==> src/rtl/cordic_sincos_postprocess_pkg.sv <==
// rtl/cordic_sincos_postprocess_pkg.sv - shared types and saturating negation for the CORDIC sin/cos pipeline
package pkg_cordic_sincos;

  localparam int RESULT_BITS = 16;
  localparam int SAT_MAX_BITS = 64;

  typedef struct packed {
    logic signed [RESULT_BITS-1:0] cos;
    logic signed [RESULT_BITS-1:0] sin;
  } cordic_result_t;

  // value holds a bits-wide two's complement number in its low bits; the most
  // negative code has no positive twin, so it clamps to the largest positive code
  function automatic logic [SAT_MAX_BITS-1:0] sat_neg(input logic [SAT_MAX_BITS-1:0] value,
                                                      input int bits);
    logic [SAT_MAX_BITS-1:0] mask;
    logic [SAT_MAX_BITS-1:0] min_val;
    logic [SAT_MAX_BITS-1:0] neg;
    mask    = (bits >= SAT_MAX_BITS) ? '1 : ((64'd1 << bits) - 64'd1);
    min_val = 64'd1 << (bits - 1);
    neg     = (~value + 64'd1) & mask;
    if ((value & mask) == min_val) begin
      return min_val - 64'd1;
    end
    return neg;
  endfunction

endpackage

==> src/rtl/cordic_sincos_out_fifo.sv <==
// rtl/cordic_sincos_out_fifo.sv - first-word fall-through output FIFO with look-ahead count
module cordic_sincos_out_fifo #(
  parameter int WIDTH = 32,
  parameter int DEPTH = 4
) (
  input  logic                       clk,
  input  logic                       rst,
  input  logic                       push,
  input  logic [WIDTH-1:0]           wr_data,
  input  logic                       ready,
  output logic                       valid,
  output logic [WIDTH-1:0]           rd_data,
  output logic [$clog2(DEPTH):0]     count_next
);

  localparam int AW = $clog2(DEPTH);
  localparam logic [AW:0] FULL = (AW + 1)'(DEPTH);

  logic [WIDTH-1:0] mem [DEPTH];
  logic [AW-1:0]    wr_ptr;
  logic [AW-1:0]    rd_ptr;
  logic [AW:0]      count;
  logic             pop;

  assign valid      = (count != '0);
  assign rd_data    = mem[rd_ptr];
  assign pop        = valid & ready;
  assign count_next = count + {{AW{1'b0}}, push} - {{AW{1'b0}}, pop};

  always_ff @(posedge clk) begin
    if (rst) begin
      for (int i = 0; i < DEPTH; i++) begin
        mem[i] <= '0;
      end
      wr_ptr <= '0;
      rd_ptr <= '0;
      count  <= '0;
    end else begin
      if (push) begin
        mem[wr_ptr] <= wr_data;
        wr_ptr      <= wr_ptr + 1'b1;
      end
      if (pop) begin
        rd_ptr <= rd_ptr + 1'b1;
      end
      count <= count_next;
    end
  end

  // the enable register upstream must keep a free slot whenever it lets a push through
  always_ff @(posedge clk) begin
    if (!rst) begin
      assert (!(push && (count == FULL)));
    end
  end

endmodule

==> src/rtl/cordic_sincos_postprocess.sv <==
// rtl/cordic_sincos_postprocess.sv - quadrant sign correction, output buffering and pipeline enable
module cordic_sincos_postprocess
  import pkg_cordic_sincos::*;
#(
  parameter int BITS  = 16,
  parameter int DEPTH = 4
) (
  input  logic            i_clk,
  input  logic            i_rst,
  input  logic            i_valid,
  input  logic            i_sign,
  input  logic [BITS-1:0] i_cos,
  input  logic [BITS-1:0] i_sin,
  output logic            o_pipeline_en,
  output logic            o_valid,
  output logic [BITS-1:0] o_cos,
  output logic [BITS-1:0] o_sin,
  input  logic            i_ready
);

  localparam int CW = $clog2(DEPTH) + 1;

  logic [BITS-1:0] cos_corr;
  logic [BITS-1:0] sin_corr;
  logic            s1_valid;
  logic [BITS-1:0] s1_cos;
  logic [BITS-1:0] s1_sin;
  logic            push;
  logic [CW-1:0]   count_next;

  always_comb begin
    cos_corr = i_cos;
    sin_corr = i_sin;
    if (i_sign) begin
      cos_corr = BITS'(sat_neg(64'(i_cos), BITS));
      sin_corr = BITS'(sat_neg(64'(i_sin), BITS));
    end
  end

  assign push = o_pipeline_en & s1_valid;

  // en looks one cycle ahead so a push is never presented to a full FIFO
  always_ff @(posedge i_clk) begin
    if (i_rst) begin
      s1_valid      <= 1'b0;
      s1_cos        <= '0;
      s1_sin        <= '0;
      o_pipeline_en <= 1'b1;
    end else begin
      if (o_pipeline_en) begin
        s1_valid <= i_valid;
        s1_cos   <= cos_corr;
        s1_sin   <= sin_corr;
      end
      o_pipeline_en <= (count_next < CW'(DEPTH));
    end
  end

  cordic_sincos_out_fifo #(
    .WIDTH (2 * BITS),
    .DEPTH (DEPTH)
  ) u_fifo (
    .clk        (i_clk),
    .rst        (i_rst),
    .push       (push),
    .wr_data    ({s1_cos, s1_sin}),
    .ready      (i_ready),
    .valid      (o_valid),
    .rd_data    ({o_cos, o_sin}),
    .count_next (count_next)
  );

endmodule

==> config.mk <==
export PLATFORM = sky130hd
export DESIGN_NAME = cordic_sincos_postprocess
export DESIGN_NICKNAME = d
export VERILOG_FILES = /design/src/rtl/cordic_sincos_postprocess_pkg.sv /design/src/rtl/cordic_sincos_out_fifo.sv /design/src/rtl/cordic_sincos_postprocess.sv
export SDC_FILE = /design/constraint.sdc
export NUM_CORES = 1
export LEC_CHECK = 0
export ABC_AREA = 1
export CAP_MARGIN = 20
export CORE_ASPECT_RATIO = 1.75
export CORE_MARGIN = 2
export CORE_UTILIZATION = 54
export CTS_BUF_LIST = sky130_fd_sc_hd__clkbuf_4
export DETAILED_ROUTE_END_ITERATION = 16
export GPL_ROUTABILITY_DRIVEN = 0
export PLACE_DENSITY = 0.78
export RECOVER_POWER = 50
export SYNTH_ARGS = -nofsm -noshare
export SYNTH_HDL_FRONTEND = slang
export SYNTH_SLANG_ARGS = --single-unit
==> constraint.sdc <==
create_clock -name i_clk -period 3.4 [get_ports i_clk]
set_clock_uncertainty 0.05 [all_clocks]
set_input_delay 0.68 -clock i_clk [delete_from_list [all_inputs] [get_ports i_clk]]
set_output_delay 0.68 -clock i_clk [all_outputs]
set_load 0.01 [all_outputs]
== Yosys cells after proc, flatten, opt, wreduce, memory -nomap -nowiden ==
Memories as Yosys holds them, arrays and structs flattened. A register that Yosys moved wholly into a read port is not among the register bits.
Cells that the tools add are included.

* Register bits: 41
* Bits in writable memories: 128
* Input bits: 37
* Output and inout port bits: 34
* Memories kept: 1

{| class="wikitable"
|+ Memories
! memory !! depth !! width !! rd ports !! clocked after memory_dff !! write ports !! RTL line !! RTL
|-
| u_fifo.mem || 4 || 32 || 1 || 1 || 4 || cordic_sincos_out_fifo.sv:19 || <nowiki>logic [WIDTH-1:0] mem [DEPTH];</nowiki>
|}

* $add $sub $neg: 6
* $lt $le $gt $ge: 1
* Equality and inequality tests: 2
* Mux-type cells: 20
* Bitwise operators: 4
* Reductions and logical operators: 2

{| class="wikitable"
|+ Operator list
! cell !! number
|-
| $mux 16 || 6
|-
| $add 16x1->16 const B || 2
|-
| $eq 16x16->1 const B || 2
|-
| $mux 32 || 1
|-
| $not 16->16 || 2
|-
| $reduce_or 32->1 || 1
|-
| $mux 1 || 10
|-
| $mux 2 || 3
|-
| $add 2x1->2 const B || 2
|-
| $add 3x1->3 || 1
|-
| $lt 3x3->1 const B || 1
|-
| $reduce_bool 3->1 || 1
|-
| $sub 3x1->3 || 1
|-
| $and 1x1->1 || 2
|}

== Longest topological paths before layout ==
Gate-level depths: netlist of run 1.

* Word-level depth: 6
* Mapped depth: 12
* Mapped depth without buffers: 12

== Modules after synthesis ==
Synthesis of run 1 repeated with hierarchy kept, for this count alone.

* Cells, all modules: 908
* Area total of the unflattened synthesis: 7973.9 um2

{| class="wikitable"
|+ Modules (own cells, without submodules)
! module !! instances !! cells each !! area each (um2) !! sequential area each (um2)
|-
| cordic_sincos_out_fifo || 1 || 572 || 5941.9 || 4023.9
|-
| cordic_sincos_postprocess || 1 || 336 || 2031.9 || 680.7
|}

== Worst setup path before layout of run 1 ==
Ideal clock, no wire load.

* Path type: register to register
* Start: reg o_pipeline_en
* End: mem u_fifo.mem[3][0] (enable)
* Library setup time: 470 ps
* Arrival: 3054 ps
* Data required time: 2880 ps
* Slack: -174 ps
* Stages on the path, launching flop included: 3
* Path buffers: 0
* Period minus slack after synthesis: 3574 ps
* Cells stage by stage: dfxtp_1 -> nand2_2 -> o31ai_1

{| class="wikitable"
|+ RTL lines
! item !! RTL line !! RTL
|-
| start, declared || cordic_sincos_postprocess.sv:14 || <nowiki>output logic o_pipeline_en,</nowiki>
|-
| start signal, assigned || cordic_sincos_postprocess.sv:55 || <nowiki>o_pipeline_en <= (count_next < CW'(DEPTH));</nowiki>
|-
| end, declared || cordic_sincos_out_fifo.sv:19 ||
|}

==> metrics.txt, run 1 <==
Fin. Hold Viols 0; All-Layer GR Usage 0.230; Routed Antenna Nets 0; initial antenna violation count 1; clk root buf clkbuf_4; die extent in y 166 um; mux contribution to synthesized area 0; H-tree depth 4; unrepaired setup endpoints after global routing no; failing checks capacitance limit, slew limit; Peak supply drop 0.372 mV; GRT overflow 0; relative slew slack -0.528; Max Cap Viol 3; Adder-Cell Fraction of Synth Area 0.00869; wire length per cell 15.3 um; Slew @ Worst Pin 2.27 ns; Synth Register Bits 171; share of the synthesized area in the top cell type 0.477; Critical Path Start Type primary input; Hold Startpoint s1_sin[15]; syn nets between 900 and 1k; share of layout cells above drive strength 1 0.0782; Placed Area ~9000 um^2; reg-to-reg startpoint u_fifo.wr_ptr[0]; Reg power frac 0.454; xor/xnor share of the synthesized area 0.0109; io pins a little over 70; Clock Latency Late Sink approximately 0.54 ns; Lkg Pwr approximately 3.6 nW; die area 16000 um^2; power per cell area 624 nW/um^2; Port Buffers 70; first-pass detailed-route iteration total 5; largest net degree at the start of global routing 65; crit path kind primary input to flip-flop; Crit. End Element flip-flop; Power Total 0.00575 W; final std cells w/o fill 1143; mean post-synth cell area 9.15 um^2; Clk network pwr share 0.243; Slew Viols, Final 66; via count between 6k and 7k; clock slew at reported path FFs 0.14 ns; first-pass GRT wire length 28400 um; Hold-fix buffers, CTS 0; most frequent cell after synthesis nor2_1; number of enable flip-flop cells after synthesis around 130; First DRT Iteration DRCs 543; Finished Cell Area 9230 um^2; DRT Wirelength 17500 um; Starting Density 0.546; NetSw between 0.0015 and 0.002 W; total CTS buffers 17; WP data arrival 3.50 ns; Synth Area in Compound Gates 0.117; leading area contributor after synthesis edfxtp_1; Hold WS 0.435 ns; Post-CTS Resized 0; critical path required time 3.65 ns; asr flop ratio synth 0; CTS tree built; simple-gate portion of the synthesized area 0.199; main combinational cell family by area after synthesis simple AND/OR/NAND/NOR gates; hold crit path type flip-flop to flip-flop; clock tree buffer depth 2; final setup fails 0; vias per cell 5.33; switching portion of total power 0.330; register area share after synthesis 0.584; Yosys cell types 30; Post-route DRC 0; setup bufs post-CTS 0; Detailed Place HPWL 11800 um; core area around 15000 um^2; critical path startpoint i_rst; Pint between 0.003 and 0.004 W; fmax 0.308 GHz; largest cells by area after synthesis edfxtp_1 48%, dfxtp_1 11%, nor2_1 9.5%; period utilization 0.954; Sink Count 171; Max Fanout on Critical Path 17; vias in the first global route 6018; combinational share of power 0.303; Cells after Synth just under 900; Period minus WS final ~3.2 ns; synth warn 0; Synth top cells by count 205 x nor2_1, 128 x edfxtp_1, 114 x inv_1; status finished, violations left; # rows 59; Die Width a little under 100 um; synthesized cell area 8060 um^2; Most used DFF post-synth edfxtp_1; fin nets about 990; Area Growth Syn to Fin 14.5%; placed cell count 1110
final timing paths:
kind	to	slack, ns	cells past startpoint
max	u_fifo.mem[2][8]	0.16	7
min	s1_sin[15]	0.43	2
max reg2reg	u_fifo.mem[3][23]	0.24	3
min reg2reg	s1_sin[15]	0.43	2
per-stage QoR:
stage                     setup TNS [ns]  setup slack, ns  utilization
final                                  0            0.156        0.625
after global routing                   0          0.00611        0.625
after CTS                              0            0.118        0.633
after detailed placement               0            0.732        0.608
after global placement                 0            0.793        0.608
after floorplan                    -3.55          -0.0555            -
sequential cells by signal, summed over array words and instances, names as in the netlist, named ones only:
signal / cells
u_fifo.wr_ptr: 2
u_fifo.count: 3
o_pipeline_en: 1
u_fifo.rd_ptr: 2
s1_sin: 16
s1_cos: 16
s1_valid: 1
u_fifo.mem: 128
final cells by class:
cell class,count,area [um^2]
inverters,120,450
diodes,1,2.50
clock inverters,15,233
repair buffers,89,836
well taps,183,229
fillers,1262,5540
clock buffers,17,128
flip-flops and latches,171,4710
multi-input cells,547,2640
power by group through the flow:
stage          clock network, W  registers (W)  logic, W
2_1_floorplan                 0        0.00263   0.00106
3_3_place_gp                  0        0.00265   0.00175
3_5_place_dp                  0        0.00265   0.00179
4_1_cts                 0.00141        0.00261   0.00179
5_1_grt                 0.00149        0.00264   0.00193
6_report                0.00140        0.00261   0.00174
cells in the final DEF, fill, tap and decap left out, drive strengths merged:
master         count
a21oi             27
a31oi              7
buf               13
bufinv             5
clkbuf            23
clkdlybuf4s50     68
clkinv             5
clkinvlp           1
dfxtp             43
diode              1
dlygate4sd3        2
edfxtp           128
fa                 1
ha                 4
inv              124
nand2             86
nand3             27
nand3b             1
nand4              1
nor2             236
nor3               1
o211ai             2
o21ai            108
o22ai             32
o31ai              1
or2                3
xnor2              4
xor2               6
logic make-up after synthesis:
| kind of cell | after synthesis |
|---|---|
| AO/OA/AOI/OAI | 177 |
| XOR/XNOR | 10 |
| buffers and inverters | 163 |
| AND/OR/NAND/NOR | 355 |
| flip-flops | 171 |
| adder cells (fa/ha/maj) | 5 |
layer usage:
metal / share of wire / global-route usage / vias up
li1: - / - / 3033
met1: 0.38 / 0.262 / 2874
met2: 0.56 / 0.427 / 165
met3: 0.047 / 0.0382 / 23
met4: 0.017 / 0.0710 / 0
met5: 0 / 0 / -
critical path, stage by stage:
cell	delay (ns)
dlygate4sd3_1	0.59
nor2_1	0.09
inv_1	0.35
clkbuf_1	1.40
nor2_1	0.15
inv_1	0.17
nor2_1	0.05
No activity file was read; power rests on OpenSTA's default activity.
==> run 2: changes to the inputs <==
--- a/config.mk
+++ b/config.mk
@@ -7,13 +7,15 @@
 export LEC_CHECK = 0
 export ABC_AREA = 1
 export CAP_MARGIN = 20
+export CELL_PAD_IN_SITES_DETAIL_PLACEMENT = 1
+export CELL_PAD_IN_SITES_GLOBAL_PLACEMENT = 1
 export CORE_ASPECT_RATIO = 1.75
 export CORE_MARGIN = 2
-export CORE_UTILIZATION = 54
+export CORE_UTILIZATION = 42
 export CTS_BUF_LIST = sky130_fd_sc_hd__clkbuf_4
 export DETAILED_ROUTE_END_ITERATION = 16
 export GPL_ROUTABILITY_DRIVEN = 0
-export PLACE_DENSITY = 0.78
+export PLACE_DENSITY_LB_ADDON = 0.1
 export RECOVER_POWER = 50
 export SYNTH_ARGS = -nofsm -noshare
 export SYNTH_HDL_FRONTEND = slang
==> metrics.txt, run 2 (synthesized netlist as in run 1, its figures left out) <==
status finished, violations left (unchanged); failing checks capacitance limit, slew limit (unchanged); die area 20400 um^2 (was 16000 um^2); Cell Chain, Critical Path buf_6 -> o21ai_0 -> o22ai_1 -> clkdlybuf4s50_1 (was dlygate4sd3_1 -> nor2_1 -> inv_1 -> clkbuf_1 -> nor2_1 -> inv_1 -> nor2_1); Largest register FFs 128 (unchanged); Finished Cell Area 9220 um^2 (was 9230 um^2); WP buf/inv 2 (was 4); Die Width 109 um (was 96.4 um); Hold-fix buffers, CTS 0 (unchanged); share of layout cells above drive strength 1 0.0812 (was 0.0782); largest registers u_fifo.mem (128), s1_cos (16), s1_sin (16) (unchanged); clock tree buffer depth 2 (unchanged); Critical Path Start Type flip-flop (was primary input); Post-CTS Resized 1 (was 0); final setup fails 0 (unchanged); Slew @ Worst Pin 1.79 ns (was 2.27 ns); Max Cap Viol 2 (was 3); CP max-delay cell clkdlybuf4s50_1 (was clkbuf_1); Starting Density 0.424 (was 0.546); wire length per cell 17.3 um (was 15.3 um); switching portion of total power 0.355 (was 0.330); first-pass detailed-route iteration total 4 (was 5); most frequent cells in the layout 215 x nor2_1, 128 x edfxtp_1, 116 x inv_1 (was 214 x nor2_1, 128 x edfxtp_1, 116 x inv_1); Clk network pwr share 0.200 (was 0.243); fin nets 991 (was 988); unrepaired setup endpoints after global routing no (unchanged); largest net degree at the start of global routing 65 (unchanged); fmax 0.324 GHz (was 0.308 GHz); NetSw 0.00195 W (was 0.00190 W); GRT met2 Usage 0.408 (was 0.427); crit path kind flip-flop to output pin (was primary input to flip-flop); Routed Antenna Nets 0 (unchanged); Hold Startpoint s1_cos[15] (was s1_sin[15]); io pins 71 (unchanged); H-tree depth 4 (unchanged); clk root buf clkbuf_4 (unchanged); Area Growth Syn to Fin 14.4% (was 14.5%); Placed Area 9080 um^2 (was 8980 um^2); GRT overflow 0 (unchanged); DRT Wirelength 20800 um (was 17500 um); GR Util met1 0.238 (was 0.262); first-pass GRT wire length 33800 um (was 28400 um); via count 6141 (was 6095); layer with the highest usage met2 (unchanged); Sink Count 171 (unchanged); Largest stage delay, worst path 0.60 ns (was 1.40 ns); WP data arrival 2.36 ns (was 3.50 ns); initial antenna violation count 1 (unchanged); clock slew at reported path FFs 0.13 ns (was 0.14 ns); vias in the first global route 6775 (was 6018); All-Layer GR Usage 0.217 (was 0.230); Peak supply drop 0.230 mV (was 0.372 mV); Max Fanout on Critical Path 64 (was 17); critical path required time 2.67 ns (was 3.65 ns); period utilization 0.909 (was 0.954); combinational share of power 0.324 (was 0.303); power per cell area 598 nW/um^2 (was 624 nW/um^2); die extent in y 187 um (was 166 um); Slew Viols, Final 35 (was 66); Port Buffers 70 (unchanged); CP delay by family, top buffers and inverters (unchanged); reg-to-reg startpoint o_pipeline_en (was u_fifo.wr_ptr[0]); Fin Setup TNS 0 ns (unchanged); Reg power frac 0.476 (was 0.454); vias per cell 5.10 (was 5.33); First DRT Iteration DRCs 268 (was 543); Pint 0.00356 W (was 0.00385 W); total CTS buffers 17 (unchanged); relative slew slack -0.192 (was -0.528); Final Util 0.485 (was 0.625); Post-route DRC 0 (unchanged); Clock Latency Late Sink 0.54 ns (about the same); Period minus WS final 3.09 ns (was 3.24 ns); # rows 67 (was 59); commonest non-fill, non-tap cell in the layout nor2_1 (unchanged); Lkg Pwr 3.50 nW (was 3.55 nW); setup bufs post-CTS 0 (unchanged); CTS tree built (unchanged); Fin. Hold Viols 0 (unchanged); Top reg by flops u_fifo.mem (unchanged); Crit. End Element output pin (was flip-flop); grt met3 use 0.0261 (was 0.0382); hold crit path type flip-flop to flip-flop (unchanged); Detailed Place HPWL 14900 um (was 11800 um); core area 19000 um^2 (was 14800 um^2)
[run 2: area by class of cell]
cell class                      count  area (um^2)
Tap cell                          241          302
Sequential cell                   171         4710
Clock inverter                     14          133
Fill cell                        2218         9810
Antenna cell                        1         2.50
Multi-Input combinational cell    547         2650
Inverter                          120          452
Clock buffer                       17          128
Timing Repair Buffer               92          850
[run 2: worst paths after layout]
kind / slack [ns] / depth (start not counted) / end
setup reg to reg: 0.39 / 7 / u_fifo.mem[1][8]
hold reg to reg: 0.43 / 2 / s1_cos[15]
hold / removal: 0.43 / 2 / s1_cos[15]
setup / recovery: 0.31 / 4 / o_cos[6]
[run 2: power groups by stage]
stage	clock [W]	combinational, W	sequential, W
floorplan	0	0.00106	0.00263
global placement	0	0.00178	0.00266
detailed placement	0	0.00185	0.00267
CTS	0.00114	0.00185	0.00262
global route	0.00122	0.00198	0.00265
finish	0.00111	0.00179	0.00262
[run 2: per-layer routing]
| layer | wire, um | share of wire |
|---|---|---|
| met5 | 0 | 0 |
| met4 | 583 | 0.028 |
| met3 | 383 | 0.018 |
| met2 | 11600 | 0.56 |
| met1 | 8250 | 0.40 |
[run 2: through the flow]
stage	hold WS, ns	worst slack, ns	power [W]	std cells
3_3_place_gp	0.400	0.664	0.00443	1171
3_5_place_dp	0.415	0.576	0.00452	1171
5_1_grt	0.453	0.155	0.00585	1203
6_report	0.429	0.309	0.00551	1203
4_1_cts	0.434	0.0710	0.00562	1202
2_1_floorplan	0.386	-0.0555	0.00369	881
[run 2: worst reg2reg max path, stage by stage, from the launching register on]
cell	delay (ns)
dfxtp_1	0.49
nand2_1	0.31
nor2_1	0.10
inv_1	0.10
clkbuf_1	1.30
nor2_1	0.18
inv_1	0.16
nor2_1	0.06
==> run 3: changes to the inputs <==
--- a/config.mk
+++ b/config.mk
@@ -11,7 +11,7 @@
 export CELL_PAD_IN_SITES_GLOBAL_PLACEMENT = 1
 export CORE_ASPECT_RATIO = 1.75
 export CORE_MARGIN = 2
-export CORE_UTILIZATION = 42
+export CORE_UTILIZATION = 41
 export CTS_BUF_LIST = sky130_fd_sc_hd__clkbuf_4
 export DETAILED_ROUTE_END_ITERATION = 16
 export GPL_ROUTABILITY_DRIVEN = 0
@@ -19,4 +19,5 @@
 export RECOVER_POWER = 50
 export SYNTH_ARGS = -nofsm -noshare
 export SYNTH_HDL_FRONTEND = slang
+export SYNTH_HIERARCHICAL = 1
 export SYNTH_SLANG_ARGS = --single-unit
==> metrics.txt, run 3 <==
Hold Startpoint s1_cos[15] (unchanged); Final Worst Setup Slack 0.135 ns (was 0.309 ns); NetSw 0.00193 W (was 0.00195 W); Area Growth Syn to Fin 16.1% (was 14.4%); Routed Antenna Nets 0 (unchanged); mean post-synth cell area 8.78 um^2 (was 9.15 um^2); Post-CTS Resized 0 (was 1); failing checks capacitance limit, slew limit (unchanged); dpl ws 0.670 ns (was 0.576 ns); Cells after Synth 908 (was 881); Synth top cells by count 233 x nor2_1, 128 x edfxtp_1, 120 x nand2_1 (was 205 x nor2_1, 128 x edfxtp_1, 114 x inv_1); Synth Register Bits 171 (unchanged); Slew @ Worst Pin 2.33 ns (was 1.79 ns); asr flop ratio synth 0 (unchanged); Reg power frac 0.454 (was 0.476); number of enable flip-flop cells after synthesis 128 (unchanged); hold crit path type flip-flop to flip-flop (unchanged); switching portion of total power 0.331 (was 0.355); # rows 67 (unchanged); initial antenna violation count 1 (unchanged); unrepaired setup endpoints after global routing no (unchanged); syn nets 950 (was 923); crit path kind flip-flop to output pin (unchanged); First DRT Iteration DRCs 173 (was 268); io pins 71 (unchanged); CTS tree built (unchanged); share of the synthesized area in the top cell type 0.482 (was 0.477); CP max-delay cell clkdlybuf4s50_1 (unchanged); largest net degree at the start of global routing 65 (unchanged); H-tree depth 4 (unchanged); Crit. End Element output pin (unchanged); vias in the first global route 6585 (was 6775); via count 6296 (was 6141); Clock Latency Late Sink 0.55 ns (was 0.54 ns); synth warn 6 (was 0); clock tree buffer depth 2 (unchanged); setup bufs post-CTS 0 (unchanged); WP buf/inv 3 (was 2); leading area contributor after synthesis edfxtp_1 (unchanged); Cell Chain, Critical Path inv_2 -> buf_4 -> o21ai_0 -> o22ai_1 -> clkdlybuf4s50_1 (was buf_6 -> o21ai_0 -> o22ai_1 -> clkdlybuf4s50_1); Clk network pwr share 0.232 (was 0.200); relative slew slack -0.569 (was -0.192); Max Fanout on Critical Path 36 (was 64); fin nets 1017 (was 991); clock slew at reported path FFs 0.13 ns (about the same); largest cells by area after synthesis edfxtp_1 48%, nor2_1 11%, dfxtp_1 11% (was edfxtp_1 48%, dfxtp_1 11%, nor2_1 9.5%); vias per cell 5.12 (was 5.10); Largest stage delay, worst path 0.57 ns (was 0.60 ns); clk root buf clkbuf_4 (unchanged); Pint 0.00390 W (was 0.00356 W); Multi-input gate area 2580 um^2 (was 2650 um^2); Layout fillers 2277 (was 2218); Lkg Pwr 3.93 nW (was 3.50 nW); power per cell area 630 nW/um^2 (was 598 nW/um^2); Sink Count 171 (unchanged); period utilization 0.960 (was 0.909); Period minus WS final 3.27 ns (was 3.09 ns); Slew Viols, Final 78 (was 35); total CTS buffers 17 (unchanged); reg-to-reg startpoint s1_valid (was o_pipeline_en); GRT overflow 0 (unchanged); Worst Hold Path Cells 2 (unchanged); Fin Setup TNS 0 ns (unchanged); status finished, violations left (unchanged); combinational share of power 0.314 (was 0.324); core area 19100 um^2 (was 19000 um^2); r2r worst-path depth 5 (was 7); DRT Wirelength 20700 um (was 20800 um); most frequent cells in the layout 235 x nor2_1, 128 x edfxtp_1, 122 x nand2_1 (was 215 x nor2_1, 128 x edfxtp_1, 116 x inv_1); Largest register FFs 128 (unchanged); Die Width 109 um (about the same); Starting Density 0.417 (was 0.424); fmax 0.306 GHz (was 0.324 GHz); synthesized cell area 7970 um^2 (was 8060 um^2); final setup fails 0 (unchanged); wire length per cell 16.8 um (was 17.3 um); Critical Path Start Type flip-flop (unchanged); Hold EP s1_cos[15] (unchanged); die area 20600 um^2 (was 20400 um^2); Port Buffers 70 (unchanged); Hold-fix buffers, CTS 0 (unchanged); largest registers u_fifo/mem (128), s1_cos (16), s1_sin (16) (was u_fifo.mem (128), s1_cos (16), s1_sin (16)); Fin. Hold Viols 0 (unchanged); sequential cell area 4710 um^2 (unchanged); first-pass GRT wire length 33200 um (was 33800 um); most frequent cell after synthesis nor2_1 (unchanged); critical path required time 2.67 ns (about the same); share of layout cells above drive strength 1 0.0607 (was 0.0812); commonest non-fill, non-tap cell in the layout nor2_1 (unchanged); Most used DFF post-synth edfxtp_1 (unchanged); Max Cap Viol 3 (was 2); Top reg by flops u_fifo/mem (was u_fifo.mem); Post-route DRC 0 (unchanged); register area share after synthesis 0.590 (was 0.584); CP delay by family, top buffers and inverters (unchanged); Final Util 0.485 (about the same); first-pass detailed-route iteration total 4 (unchanged); Peak supply drop 0.262 mV (was 0.230 mV); Yosys cell types 32 (was 30); All-Layer GR Usage 0.212 (was 0.217); Worst R2R End u_fifo/mem[3][19] (was u_fifo.mem[1][8]); Detailed Place HPWL 14300 um (was 14900 um); R2R setup slack 0.38 ns (was 0.39 ns); die extent in y 188 um (was 187 um); WP data arrival 2.54 ns (was 2.36 ns)
run 3: cell types whose count changed after synthesis, sizes merged, moves of 2 or more:
cell,delta
a21oi,-12
buf,+12
clkbuf,-13
inv,+5
nand2,+38
nand3,-8
nand4,+3
nor3,+2
run 3: worst max path at each step:
| stage | endpoint | cells after the start | slack, ns | startpoint |
|---|---|---|---|---|
| 5_1_grt | o_cos[12] | 5 | 0.03 | flip-flop |
| 6_report | o_cos[12] | 5 | 0.13 | flip-flop |
| 4_1_cts | o_cos[6] | 4 | 0.08 | flip-flop |
| 2_1_floorplan | u_fifo/mem[1][0] | 6 | 0.41 | o_pipeline_en |
| 3_3_place_gp | o_cos[7] | 4 | 0.77 | flip-flop |
| 3_5_place_dp | o_cos[13] | 4 | 0.67 | flip-flop |
run 3: power groups by stage:
stage | clock network [W] | logic (W) | registers [W]
2_1_floorplan | 0 | 0.00109 | 0.00263
3_3_place_gp | 0 | 0.00184 | 0.00269
3_5_place_dp | 0 | 0.00187 | 0.00270
4_1_cts | 0.00140 | 0.00188 | 0.00265
5_1_grt | 0.00146 | 0.00205 | 0.00268
6_report | 0.00135 | 0.00183 | 0.00265
run 3: tightest hold or removal path: stages (launching register included):
cell     delay, ns
dfxtp_1       0.35
nand2_1       0.07
a21oi_1       0.06
run 3: metrics by stage:
stage | std cells | total power [W] | cell area (um^2) | hold slack, ns
final | 1230 | 0.00584 | 9260 | 0.462
after global routing | 1230 | 0.00619 | 9260 | 0.487
after CTS | 1229 | 0.00593 | 9300 | 0.470
after detailed placement | 1197 | 0.00457 | 8950 | 0.446
after global placement | 1197 | 0.00453 | 8950 | 0.437
after floorplan | 908 | 0.00372 | 7970 | 0.398
run 3: cell families (layout without fill, tap and decap cells):
family / after synthesis / count (layout) / share of synthesized area
other: 0 / 1 / 0
and+or+nand+nor: 389 / 389 / 0.192
AOI/OAI and AO/OA: 168 / 168 / 0.113
adders and majority gates: 5 / 5 / 0.00879
xor gates and xnor gates: 9 / 9 / 0.00988
buffers and inverters: 166 / 246 / 0.0861
DFF: 171 / 171 / 0.590
run 3: per-layer routing:
layer | GRT usage | share of wire
met1 | 0.241 | 0.41
met5 | 0 | 0
met2 | 0.397 | 0.55
met3 | 0.0291 | 0.022
met4 | 0.0706 | 0.015
run 3: layout make-up:
class | count | area share
flip-flops and latches | 171 | 0.508
multi-input cells | 571 | 0.278
repair buffers | 90 | 0.0935
inverters | 124 | 0.0503
well taps | 241 | 0.0326
clock inverters | 13 | 0.0215
clock buffers | 19 | 0.0154
diodes | 1 | 0.000270
